### src/rtl/alu_op_sequencer_pkg.sv
// Shared definitions for the ALU operation sequencer: opcodes, FSM encodings
// and the default operand width.
package alu_op_sequencer_pkg;

  localparam int WIDTH_DEFAULT = 8;

  localparam logic [2:0] OP_ADD = 3'b000;
  localparam logic [2:0] OP_SUB = 3'b001;
  localparam logic [2:0] OP_OR  = 3'b010;
  localparam logic [2:0] OP_NOR = 3'b011;
  localparam logic [2:0] OP_MUL = 3'b100;
  localparam logic [2:0] OP_DIV = 3'b101;
  localparam logic [2:0] OP_ILLEGAL_MIN = 3'b110;

  localparam logic [1:0] S_IDLE = 2'd0;
  localparam logic [1:0] S_EXEC = 2'd1;
  localparam logic [1:0] S_DONE = 2'd2;

  function automatic logic is_illegal_op(input logic [2:0] op);
    return op >= OP_ILLEGAL_MIN;
  endfunction

endpackage

### src/rtl/alu_op_sequencer_addsub.sv
// Combinational ripple-carry adder/subtractor; sub inverts y and forces carry-in.
module alu_addsub #(
  parameter int WIDTH = 8
) (
  input  logic [WIDTH-1:0] x,
  input  logic [WIDTH-1:0] y,
  input  logic             sub,
  output logic [WIDTH-1:0] sum,
  output logic             cout
);

  logic [WIDTH:0]   carry_chain;
  logic [WIDTH-1:0] y_eff;

  always_comb begin
    y_eff          = sub ? ~y : y;
    carry_chain    = '0;
    carry_chain[0] = sub;
    sum            = '0;
    for (int i = 0; i < WIDTH; i++) begin
      sum[i]           = x[i] ^ y_eff[i] ^ carry_chain[i];
      carry_chain[i+1] = (x[i] & y_eff[i]) | (carry_chain[i] & (x[i] ^ y_eff[i]));
    end
    cout = carry_chain[WIDTH];
  end

endmodule

### src/rtl/alu_op_sequencer.sv
// Multi-cycle ALU controller: one op in flight, single shared add/sub unit
// used for simple ops, shift-add multiply and restoring divide.
module alu_op_sequencer
  import alu_op_sequencer_pkg::*;
#(
  parameter int WIDTH = WIDTH_DEFAULT
) (
  input  logic                 clk,
  input  logic                 rst_n,
  input  logic                 in_valid,
  output logic                 in_ready,
  input  logic [2:0]           op,
  input  logic [WIDTH-1:0]     a,
  input  logic [WIDTH-1:0]     b,
  output logic                 out_valid,
  input  logic                 out_ready,
  output logic [2*WIDTH-1:0]   result,
  output logic                 carry,
  output logic                 div_by_zero,
  output logic                 illegal_op,
  output logic                 busy
);

  localparam int CW = $clog2(WIDTH + 1);

  logic [1:0]         state;
  logic [2:0]         op_r;
  logic [WIDTH-1:0]   a_r, b_r;
  logic [2*WIDTH-1:0] acc, acc_next;
  logic [CW-1:0]      step;

  logic [WIDTH-1:0]   add_x, add_y, add_sum;
  logic               add_sub, add_cout;

  logic               iterative, last_step;
  logic [2*WIDTH-1:0] simple_result;
  logic               simple_carry, simple_dbz, simple_ill;

  assign iterative = (op_r == OP_MUL) || ((op_r == OP_DIV) && (b_r != '0));
  assign last_step = (step == CW'(WIDTH - 1));
  assign in_ready  = (state == S_IDLE);
  assign out_valid = (state == S_DONE);
  assign busy      = (state != S_IDLE);

  // MUL adds the multiplicand to the accumulator's upper half; DIV trial-subtracts
  // the divisor from the low WIDTH bits of the left-shifted remainder.
  always_comb begin
    add_x   = a_r;
    add_y   = b_r;
    add_sub = (op_r == OP_SUB);
    if (state == S_EXEC && op_r == OP_MUL) begin
      add_x   = acc[2*WIDTH-1:WIDTH];
      add_y   = a_r;
      add_sub = 1'b0;
    end else if (state == S_EXEC && op_r == OP_DIV) begin
      add_x   = acc[2*WIDTH-2:WIDTH-1];
      add_y   = b_r;
      add_sub = 1'b1;
    end
  end

  alu_addsub #(.WIDTH(WIDTH)) u_addsub (
    .x    (add_x),
    .y    (add_y),
    .sub  (add_sub),
    .sum  (add_sum),
    .cout (add_cout)
  );

  // The shifted-out remainder MSB means the trial difference cannot borrow.
  always_comb begin
    acc_next = acc;
    if (op_r == OP_MUL) begin
      if (acc[0])
        acc_next = {add_cout, add_sum, acc[WIDTH-1:1]};
      else
        acc_next = {1'b0, acc[2*WIDTH-1:1]};
    end else if (op_r == OP_DIV) begin
      if (acc[2*WIDTH-1] | add_cout)
        acc_next = {add_sum, acc[WIDTH-2:0], 1'b1};
      else
        acc_next = {acc[2*WIDTH-2:0], 1'b0};
    end
  end

  always_comb begin
    simple_result = '0;
    simple_carry  = 1'b0;
    simple_dbz    = 1'b0;
    simple_ill    = 1'b0;
    case (op_r)
      OP_ADD, OP_SUB: begin
        simple_result = {{WIDTH{1'b0}}, add_sum};
        simple_carry  = add_cout;
      end
      OP_OR:  simple_result = {{WIDTH{1'b0}}, a_r | b_r};
      OP_NOR: simple_result = {{WIDTH{1'b0}}, ~(a_r | b_r)};
      OP_DIV: begin
        simple_result = {a_r, {WIDTH{1'b1}}};
        simple_dbz    = 1'b1;
      end
      default: simple_ill = is_illegal_op(op_r);
    endcase
  end

  always_ff @(posedge clk or negedge rst_n) begin
    if (!rst_n) begin
      state       <= S_IDLE;
      op_r        <= '0;
      a_r         <= '0;
      b_r         <= '0;
      acc         <= '0;
      step        <= '0;
      result      <= '0;
      carry       <= 1'b0;
      div_by_zero <= 1'b0;
      illegal_op  <= 1'b0;
    end else begin
      case (state)
        S_IDLE: begin
          if (in_valid) begin
            op_r  <= op;
            a_r   <= a;
            b_r   <= b;
            acc   <= (op == OP_DIV) ? {{WIDTH{1'b0}}, a} : {{WIDTH{1'b0}}, b};
            step  <= '0;
            state <= S_EXEC;
          end
        end
        S_EXEC: begin
          if (iterative) begin
            acc  <= acc_next;
            step <= step + CW'(1);
            if (last_step) begin
              result      <= acc_next;
              carry       <= 1'b0;
              div_by_zero <= 1'b0;
              illegal_op  <= 1'b0;
              state       <= S_DONE;
            end
          end else begin
            result      <= simple_result;
            carry       <= simple_carry;
            div_by_zero <= simple_dbz;
            illegal_op  <= simple_ill;
            state       <= S_DONE;
          end
        end
        S_DONE: begin
          if (out_ready)
            state <= S_IDLE;
        end
        default: state <= S_IDLE;
      endcase
    end
  end

endmodule

### config.mk
export PLATFORM = sky130hd
export DESIGN_NAME = alu_op_sequencer
export DESIGN_NICKNAME = d
export VERILOG_FILES = /design/src/rtl/alu_op_sequencer_pkg.sv /design/src/rtl/alu_op_sequencer_addsub.sv /design/src/rtl/alu_op_sequencer.sv
export SDC_FILE = /design/constraint.sdc
export NUM_CORES = 1
export LEC_CHECK = 0
export ABC_CLOCK_PERIOD_IN_PS = 6600
export CAP_MARGIN = 10
export CORE_ASPECT_RATIO = 1.25
export CORE_MARGIN = 2
export CORE_UTILIZATION = 45
export CTS_CLUSTER_DIAMETER = 80
export DETAILED_ROUTE_END_ITERATION = 7
export PLACE_DENSITY_LB_ADDON = 0.25
export SKIP_CTS_REPAIR_TIMING = 1
export SYNTH_ARGS = -nofsm -noshare
export SYNTH_HDL_FRONTEND = slang
export SYNTH_SLANG_ARGS = --single-unit
### constraint.sdc
create_clock -name clk -period 6.6 [get_ports clk]
set_input_delay 1.32 -clock clk [delete_from_list [all_inputs] [get_ports clk]]
set_output_delay 1.32 -clock clk [all_outputs]
set_load 0.02 [all_outputs]
==> results.py <==
metrics = {
    "outcome": {
        "status": "completed",
    },
    "logic_synthesis": {
        "synth_area_per_cell_um2": 8.592,
        "ys_top_cells_by_area": "dfrtp_1, nand2_1, mux2i_1",
        "synth_cell_types": 62,
        "ys_async_sr_fraction": 1.000,
        "synth_area_um2": 4073,
        "synth_ff_type": "dfrtp_1",
        "synth_edf_count": 0,
        "ys_ff_latch": 60,
        "ys_seq_area_frac": 0.3687,
        "yosysWarnings": 0,
        "synthCells": 474,
        "synth.net_count": 505,
        "synth_top_area_cell": "dfrtp_1",
        "synth.top_cell.area_share": 0.3687,
    },
    "final_layout": {
        "layout.cells.most_common": "nand2_1",
        "utilization": 0.5412,
        "drive_gt1_frac": 0.08151,
        "syn_to_final_growth_pct": 16.25,
        "num_antenna_cells": 0,
        "layout_common_cells": "nand2_1, dfrtp_1, clkdlybuf4s50_1, nor2_1, o21ai_0",
        "finalNetCount": 529,
        "fill_cells": 840,
    },
    "sta": {
        "setup_viol": 0,
        "post-route-min-period_ns": 5.922,
        "rsz0062_at_grt": "no",
        "relSlewSlack": 0.3505,
        "tightest_slew_ns": 0.9742,
        "layout_worst_path_cycle_share": 0.8973,
        "final_max_slew_viol_count": 0,
        "skew_ns": 0.005196,
        "hold_viol": 0,
        "max_freq_ghz": 0.1689,
        "fin_tns_setup_ns": 0,
    },
    "floorplan": {
        "die_w_um": 89.09,
        "num_rows": 38,
        "die_h_um": 110.4,
        "core_area_um2": 8748,
        "io_pins": 45,
        "dieArea_um2": 9832,
        "start_util": 0.4655,
    },
    "global_routing": {
        "grt_pass1_wl_mm": 18.33,
        "grt_max_degree": 61,
        "overflow": 0,
        "grt_usage": 0.2517,
        "antenna_found_initial": 0,
        "grt_pass1_vias": 3393,
    },
    "setup_path": {
        "crit_fanout": 28,
        "start_kind": "flip-flop",
        "cp_common_cell": "fa_1",
        "arrival_ns": 6.17,
        "cp_data_required_time_ns": 6.84,
        "max_stage_delay_ns": 0.52,
        "crit_slowest_cell": "dfrtp_1",
        "reg2reg_depth": 18,
        "crit_path_end_kind": "flip-flop",
        "criticalPathCategory": "flip-flop to flip-flop",
        "reg2reg_slack_ns": 0.68,
        "crit_chain": "or3b_1 -> nor2_8 -> mux2i_1 -> xnor2_1 -> fa_1 -> fa_1 -> fa_1 -> fa_1 -> fa_1 -> inv_1 -> fa_1 -> inv_1 -> fa_1 -> or2_2 -> mux2_2 -> a21oi_1 -> a211oi_1 -> a221o_1",
    },
    "worst_hold_path": {
        "hold_class": "flip-flop to flip-flop",
        "hold_depth": 2,
    },
    "cts": {
        "cts.path.max_buffers": 2,
        "numCtsBuffers": 9,
        "clock-sinks": 60,
        "cts_max_level": 3,
        "clk_latency_ns": 0.36,
        "root_buffer": "clkbuf_8",
        "clk_pin_slew_ns": 0.07,
        "cts_tree": "yes",
    },
    "detailed_routing": {
        "vias": 3703,
        "drt_pass1_iterations": 5,
        "drtAntennaViolNets": 0,
        "routedWlPerCell_um": 18.51,
        "drt_iter0_drc": 281,
        "drc": 0,
        "vias_per_cell": 5.944,
        "drt-total-wl_mm": 11.53,
    },
    "placed_design": {
        "portBuffers": 44,
        "globalplace.congestion": 0.9186,
        "hpwlAfterDp_mm": 8.500,
    },
    "pwr": {
        "leakagePower_uw": 0.002040,
        "peakVddDrop_v": 0.0002870,
        "powerDensity_nw_per_um2": 574.9,
    },
    "run": {
        "max-cap-violations": 0,
    },
}
[power breakdown]
group / internal, uW / leakage, uW / total [uW] / switching, uW
Sequential: 505 / 0.000770 / 728 / 223
Combinational: 630 / 0.00116 / 1620 / 993
Clock: 221 / 0.000113 / 371 / 150
[logic make-up (layout without fill, tap and decap cells)]
| family | after synthesis | in the layout | synth area share |
|---|---|---|---|
| XOR/XNOR | 8 | 8 | 0.01720 |
| adder cells (fa/ha/maj) | 8 | 8 | 0.03748 |
| flip-flops | 60 | 60 | 0.3687 |
| buffers and inverters | 45 | 74 | 0.05284 |
| AO/OA/AOI/OAI | 134 | 134 | 0.2375 |
| AND/OR/NAND/NOR | 193 | 193 | 0.2221 |
| multiplexers | 26 | 26 | 0.06421 |
[flip-flops by register name, indices dropped and copies added (netlist names)]
signal / cells
div_by_zero: 1
acc: 16
illegal_op: 1
op_r: 3
a_r: 8
b_r: 8
step: 4
state: 2
carry: 1
result: 16
[cell type report]
type                    instances  area, um2  share of cell area
multi-input cells             369       2356              0.4976
flip-flops and latches         60       1501              0.3171
repair buffers                 50      480.5              0.1015
well taps                     120      150.1             0.03171
clock buffers                  11      141.4             0.02986
clock inverters                 5      75.07             0.01586
inverters                       8      30.03            0.006342
[layer usage]
metal | up-vias | global-route usage | wire length [um]
met5 | - | 0 | 0
met4 | 0 | 0.1173 | 386
met3 | 23 | 0.04170 | 692
met2 | 150 | 0.3931 | 5456
met1 | 1791 | 0.3398 | 4995
li1 | 1739 | - | -
[final timing paths]
check,start,end
hold reg to reg,illegal_op$_DFFE_PN0P_,illegal_op$_DFFE_PN0P_
max in group asynchronous,rst_n,b_r[5]$_DFFE_PN0P_
setup reg to reg,op_r[1]$_DFFE_PN0P_,result[11]$_DFFE_PN0P_
min in group asynchronous,rst_n,acc[2]$_DFFE_PN0P_
hold / removal,illegal_op$_DFFE_PN0P_,illegal_op$_DFFE_PN0P_
setup / recovery,op_r[1]$_DFFE_PN0P_,result[11]$_DFFE_PN0P_
[synth_stat cells (4+ instances only)]
cell type and n:
o21ai_0 30, nand3_1 9, a21o_1 4, buf_4 5, nand2b_1 4, nor3_1 14, nand2_1 102, o21a_1 6
buf_2 10, dfrtp_1 60, a22o_1 5, a211oi_1 12, a31oi_1 12, inv_1 8, nor2_1 40, xnor2_1 6
nor2b_1 5, a311o_1 6, a21oi_1 21, mux2i_1 25, a221o_1 6, clkbuf_1 20, fa_1 7
[critical path: cells and delay by family (launching register included)]
family	cells	cell delay [ns]
and+or+nand+nor	3	1.26
DFF	1	0.52
adders and majority gates	7	2.65
AOI/OAI and AO/OA	3	0.57
muxes	2	0.56
buffers and inverters	2	0.13
xor gates and xnor gates	1	0.12
[per-stage QoR]
step	cell area [um2]	hold WS (ns)	power [uW]	instances	worst slack, ns
floorplan	4073	0.4757	1836	474	1.083
global placement	4518	0.4645	2299	607	0.8429
detailed placement	4518	0.4744	2326	607	0.7314
CTS	4735	0.4894	2699	623	0.7050
global route	4735	0.5175	2908	623	0.3593
finish	4735	0.4807	2722	623	0.6778
Note: power is estimated with default switching activity, not from simulation.
==> variant 1, RTL diff (same flow settings) <==
Change the package constant `WIDTH_DEFAULT` from 8 to 16.
--- a/src/rtl/alu_op_sequencer_pkg.sv
+++ b/src/rtl/alu_op_sequencer_pkg.sv
@@ -4,3 +4,3 @@
 
-  localparam int WIDTH_DEFAULT = 8;
+  localparam int WIDTH_DEFAULT = 16;
 
Ports: changed (resized a, b and result); port bits go from 45 to 77. No check against the original RTL was run, so the function may have changed too.
==> variant 1 against the original RTL <==
  * The run now ends with negative setup slack left
  * Non-clock buffer count rose by 80
  * Worst setup slack got worse by 2000 ps
  * Via count increased by 84%
  * Hold slack lost 8.3 ps
  * Fmax is 25% lower
  * Critical path depth rose by 10
  * Count of clock-buffer cells in the layout is 2 higher
  * Total power rose by 110%
  * Routed wire length up 98%
  * Final area rose by 88%
  * Synthesized area is 81% higher
  * Sequential cell count is 49 higher
  * Combinational power increased by 140%
  * Global-route usage rose by 1.5 points
==> variant 1: results (changes against the original RTL) <==
| Metric | Value |
|---|---|
| Mapped Nets | 941 (+86%) |
| Placed insts | 1157 (+91%) |
| Routed WL per cell | 19.42 um (+4.9%) |
| Leakage | 3.748 nW (+84%) |
| Failing checks | negative setup slack |
| Worst Skew | 9.160 ps (+3.964 ps) |
| Area contributors post-synth | dfrtp_1, nand2_1, mux2i_1, o21ai_0, fa_1 |
| Final worst slack | -1299 ps (-1977 ps) |
| Layout cells sized above 1 | 13.56% (+5.4 points) |
| First-pass GRT wire length | 35.97 mm (+96%) |
| Synth unique cells | 60 (-3.2%) |
| Routability cong. | 0.9543 (+3.9%) |
| First-pass DRT Iterations | 6 (+1) |
| Overall routed net length | 22.82 mm (+98%) |
| Final net count | 1010 (+91%) |
| Clock-net power | 0.545 mW (+47%) |
| 1st-iter DRT viols | 522 (+86%) |
| Final setup vio count | 39 (+39) |
| Root Driver | clkbuf_16 |
| Crit path largest cell delay | 410 ps (-110 ps) |
| Pin count of the biggest net entering global routing | 62 (+1.6%) |
| Status | complete, but fails checks |
| Data arrival, critical path | 8150 ps (+1980 ps) |
| Syn avg cell area | 8.344 um2 (-2.9%) |
| R2R depth | 28 (+10) |
| Dpl cell area | 0.008549 mm2 (+89%) |
-- variant 1: changes by cell type after synthesis, sizes merged, moves of 15 or more --
cell	before	now
nor2	43	82
buf	17	32
mux2i	25	67
nand2	102	192
or3	2	17
a21oi	22	41
a31oi	12	30
clkbuf	20	40
dfrtp	60	109
o21ai	32	116
-- variant 1: through the flow --
stage | worst slack [ps] | hold WS (ps) | utilization (%)
2_1_floorplan | -1526 | 448.5 | -
3_3_place_gp | -1212 | 458.0 | 52.99
3_5_place_dp | -1302 | 459.2 | 52.99
4_1_cts | -1327 | 474.9 | 54.78
5_1_grt | -1629 | 503.3 | 55.05
6_report | -1299 | 472.5 | 55.05
-- variant 1: cell type report --
| type | instances | area (um2) | share of cell area [%] |
|---|---|---|---|
| clock inverters | 3 | 18.77 | 0.2113 |
| flip-flops and latches | 109 | 2728 | 30.71 |
| well taps | 216 | 270.3 | 3.043 |
| repair buffers | 130 | 1184 | 13.33 |
| clock buffers | 13 | 270.3 | 3.043 |
| multi-input cells | 696 | 4382 | 49.33 |
| inverters | 8 | 30.03 | 0.3381 |
-- variant 1: logic make-up (layout without fill, tap and decap cells) --
family / Yosys count / after routing / synth area share, %
XOR/XNOR: 17 / 17 / 2.016
adder cells (fa/ha/maj): 17 / 17 / 4.405
AO/OA/AOI/OAI: 242 / 242 / 20.79
buffers and inverters: 80 / 154 / 4.727
AND/OR/NAND/NOR: 348 / 348 / 21.28
multiplexers: 72 / 72 / 9.844
flip-flops: 109 / 109 / 36.94
-- variant 1: layer usage --
metal  share of wire [%]  wire [um]
met1                  39       8968
met2                  50      11510
met3                 5.8       1329
met4                 4.4       1010
met5                   0          0
==> variant 2, RTL diff (config.mk and constraints unchanged) <==
Made on the original files. Reset style: synchronous (`rst_n`), changed in one clocked block.
--- a/src/rtl/alu_op_sequencer.sv
+++ b/src/rtl/alu_op_sequencer.sv
@@ -105,3 +105,3 @@
 
-  always_ff @(posedge clk or negedge rst_n) begin
+  always_ff @(posedge clk) begin
     if (!rst_n) begin
Formal check against the unedited RTL: differs if rst_n is asserted again (counterexample within 4 cycles, from zero or initial values and one cycle with rst_n low); with rst_n held inactive, the same outputs for 4 cycles.
==> variant 2 against the original RTL <==
  * Routed wire length rose by 1.4%
  * First-iteration DRC count up 3.2%
  * Sequential share of layout area is 5.1 points lower
  * Worst setup slack improved by 310 ps
  * Sequential cell count is the same
  * Final area down 4.5%
  * Non-clock buffer count increased by 6
  * Count of clock-buffer cells in the layout decreased by 1
  * Global-route usage rose by 0.96 points
  * Final cell count is 0.64% lower
  * Synthesized area decreased by 5.5%
  * Largest cell class unchanged
Power is not compared: it rests on default switching activity, and its combinational part moved more than twofold at a synthesized area within 25%.
==> variant 2: results (changes against the original RTL) <==
| Metric | Value |
|---|---|
| First-pass GRT wire length | 18.78 mm (+2.5%) |
| Place WS | 1021 ps (+289.9 ps) |
| Leakage | 1.586 nW |
| Filler cells | 796 (-5.2%) |
| Worst Hold Class | flop to flop |
| Routed WL per cell | 18.88 um (+2.0%) |
| CP delay by family, top | adder cells |
| Layout cells sized above 1 | 9.387% (+1.2 points) |
| Crit-path max FO | 13 (-54%) |
| Worst skew pair latency | 350 ps |
| 1st-iter DRT viols | 290 (+3.2%) |
| Detailed Place HPWL | 8.661 mm (+1.9%) |
| Vias per inst | 6.145 (+3.4%) |
| Synth unique cells | 60 (-3.2%) |
| Routability cong. | 0.9089 (-1.1%) |
| CP max-delay cell | nor3_2 |
| Vias in the first global route | 3613 (+6.5%) |
| Synth cell count leaders | nand2_1, dfxtp_1, a21oi_1 |
| Pin count of the biggest net entering global routing | 33 (-46%) |
| Worst Skew | 11.75 ps (+6.549 ps) |
| M1 wire length | 4.879 mm (-2.3%) |
| Synth async-reset ratio | 0% (-100 points) |
| Clock transition at the registers of the reported paths | 80 ps |
| Mapped Nets | 519 (+2.8%) |
| Data arrival, critical path | 5860 ps (-310 ps) |
| Crit path largest cell delay | 630 ps (+110 ps) |
| Area contributors post-synth | dfxtp_1, nand2_1, mux2i_1, a21oi_1, o21ai_0 |
| Final net count | 548 (+3.6%) |
| Max-slew headroom | 41.54% (+6.5 points) |
| DR WL met3 | 757 um (+9.4%) |
| Seq/Total Area, Yosys | 31.22% (-5.6 points) |
| Dominant synthesized flop cell | dfxtp_1 |
| DR WL met2 | 5.493 mm (+0.68%) |
| Initial antenna violation count | 0 (unchanged) |
| CTS H-tree lvls | 3 (unchanged) |
| YS warnings | 0 (unchanged) |
| Total track usage | 26.13% (+0.96 points) |
| Status | completed |
[variant 2: cell count changes after synthesis, moves of 8 or more]
| cell | before | now |
|---|---|---|
| nand2_1 | 102 | 94 |
| a211oi_1 | 12 | 2 |
| mux2_2 | 1 | 11 |
| nor2_1 | 40 | 25 |
| o21ai_0 | 30 | 40 |
| a21oi_1 | 21 | 45 |
| dfrtp_1 | 60 | 0 |
| dfxtp_1 | 0 | 60 |
| clkbuf_1 | 20 | 30 |
[variant 2: final cells by class]
type	count	area share, %
multi-input combinational	382	54.07
sequential	60	26.58
clock buffer	10	2.824
timing repair buffer	56	11.74
clock inverter	6	1.440
tap	97	2.685
inverter	8	0.6645
[variant 2: report_power, final]
part / leakage, nW / internal (mW) / total (mW) / switching (mW)
combinational: 1.00 / 0.0948 / 0.233 / 0.138
sequential: 0.489 / 0.380 / 0.407 / 0.0274
clock: 0.0962 / 0.174 / 0.331 / 0.157
[variant 2: worst paths after layout]
| kind | start | to | slack (ps) | cells after the start |
|---|---|---|---|---|
| setup / recovery | state[0] | result[15] | 980 | 18 |
| hold / removal | carry | carry | 470 | 2 |
| setup reg to reg | state[0] | result[15] | 980 | 18 |
| hold reg to reg | carry | carry | 470 | 2 |
[variant 2: per-stage QoR]
step / cell area (um2) / util, % / hold WS (ps) / total power, mW / instances
final: 4519 / 54.54 / 469.9 / 0.9711 / 619
after global routing: 4519 / 54.54 / 494.2 / 1.010 / 619
after CTS: 4519 / 54.54 / 473.5 / 0.9684 / 619
after detailed placement: 4327 / 52.21 / 459.9 / 0.6430 / 603
after global placement: 4327 / 52.21 / 452.0 / 0.6405 / 603
after floorplan: 3847 / - / 452.2 / 0.5657 / 488
[variant 2: cell families after synthesis]
| family | after synthesis | synth area share [%] |
|---|---|---|
| AND/OR/NAND/NOR | 172 | 20.36 |
| AO/OA/AOI/OAI | 147 | 24.91 |
| flip-flops | 60 | 31.22 |
| buffers and inverters | 46 | 5.268 |
| multiplexers | 43 | 11.54 |
| XOR/XNOR | 12 | 2.732 |
| adder cells (fa/ha/maj) | 8 | 3.967 |
[variant 2: worst min-delay path, stage by stage (launching register included)]
cell and delay [ps]:
dfxtp_1 320, nand2_1 50, a21oi_1 50
[variant 2: metal layers]
metal,GRT usage [%],vias up
li1,-,1813
met1,33.35,1760
met2,41.92,182
met3,3.758,49
met4,14.62,0
met5,0,-
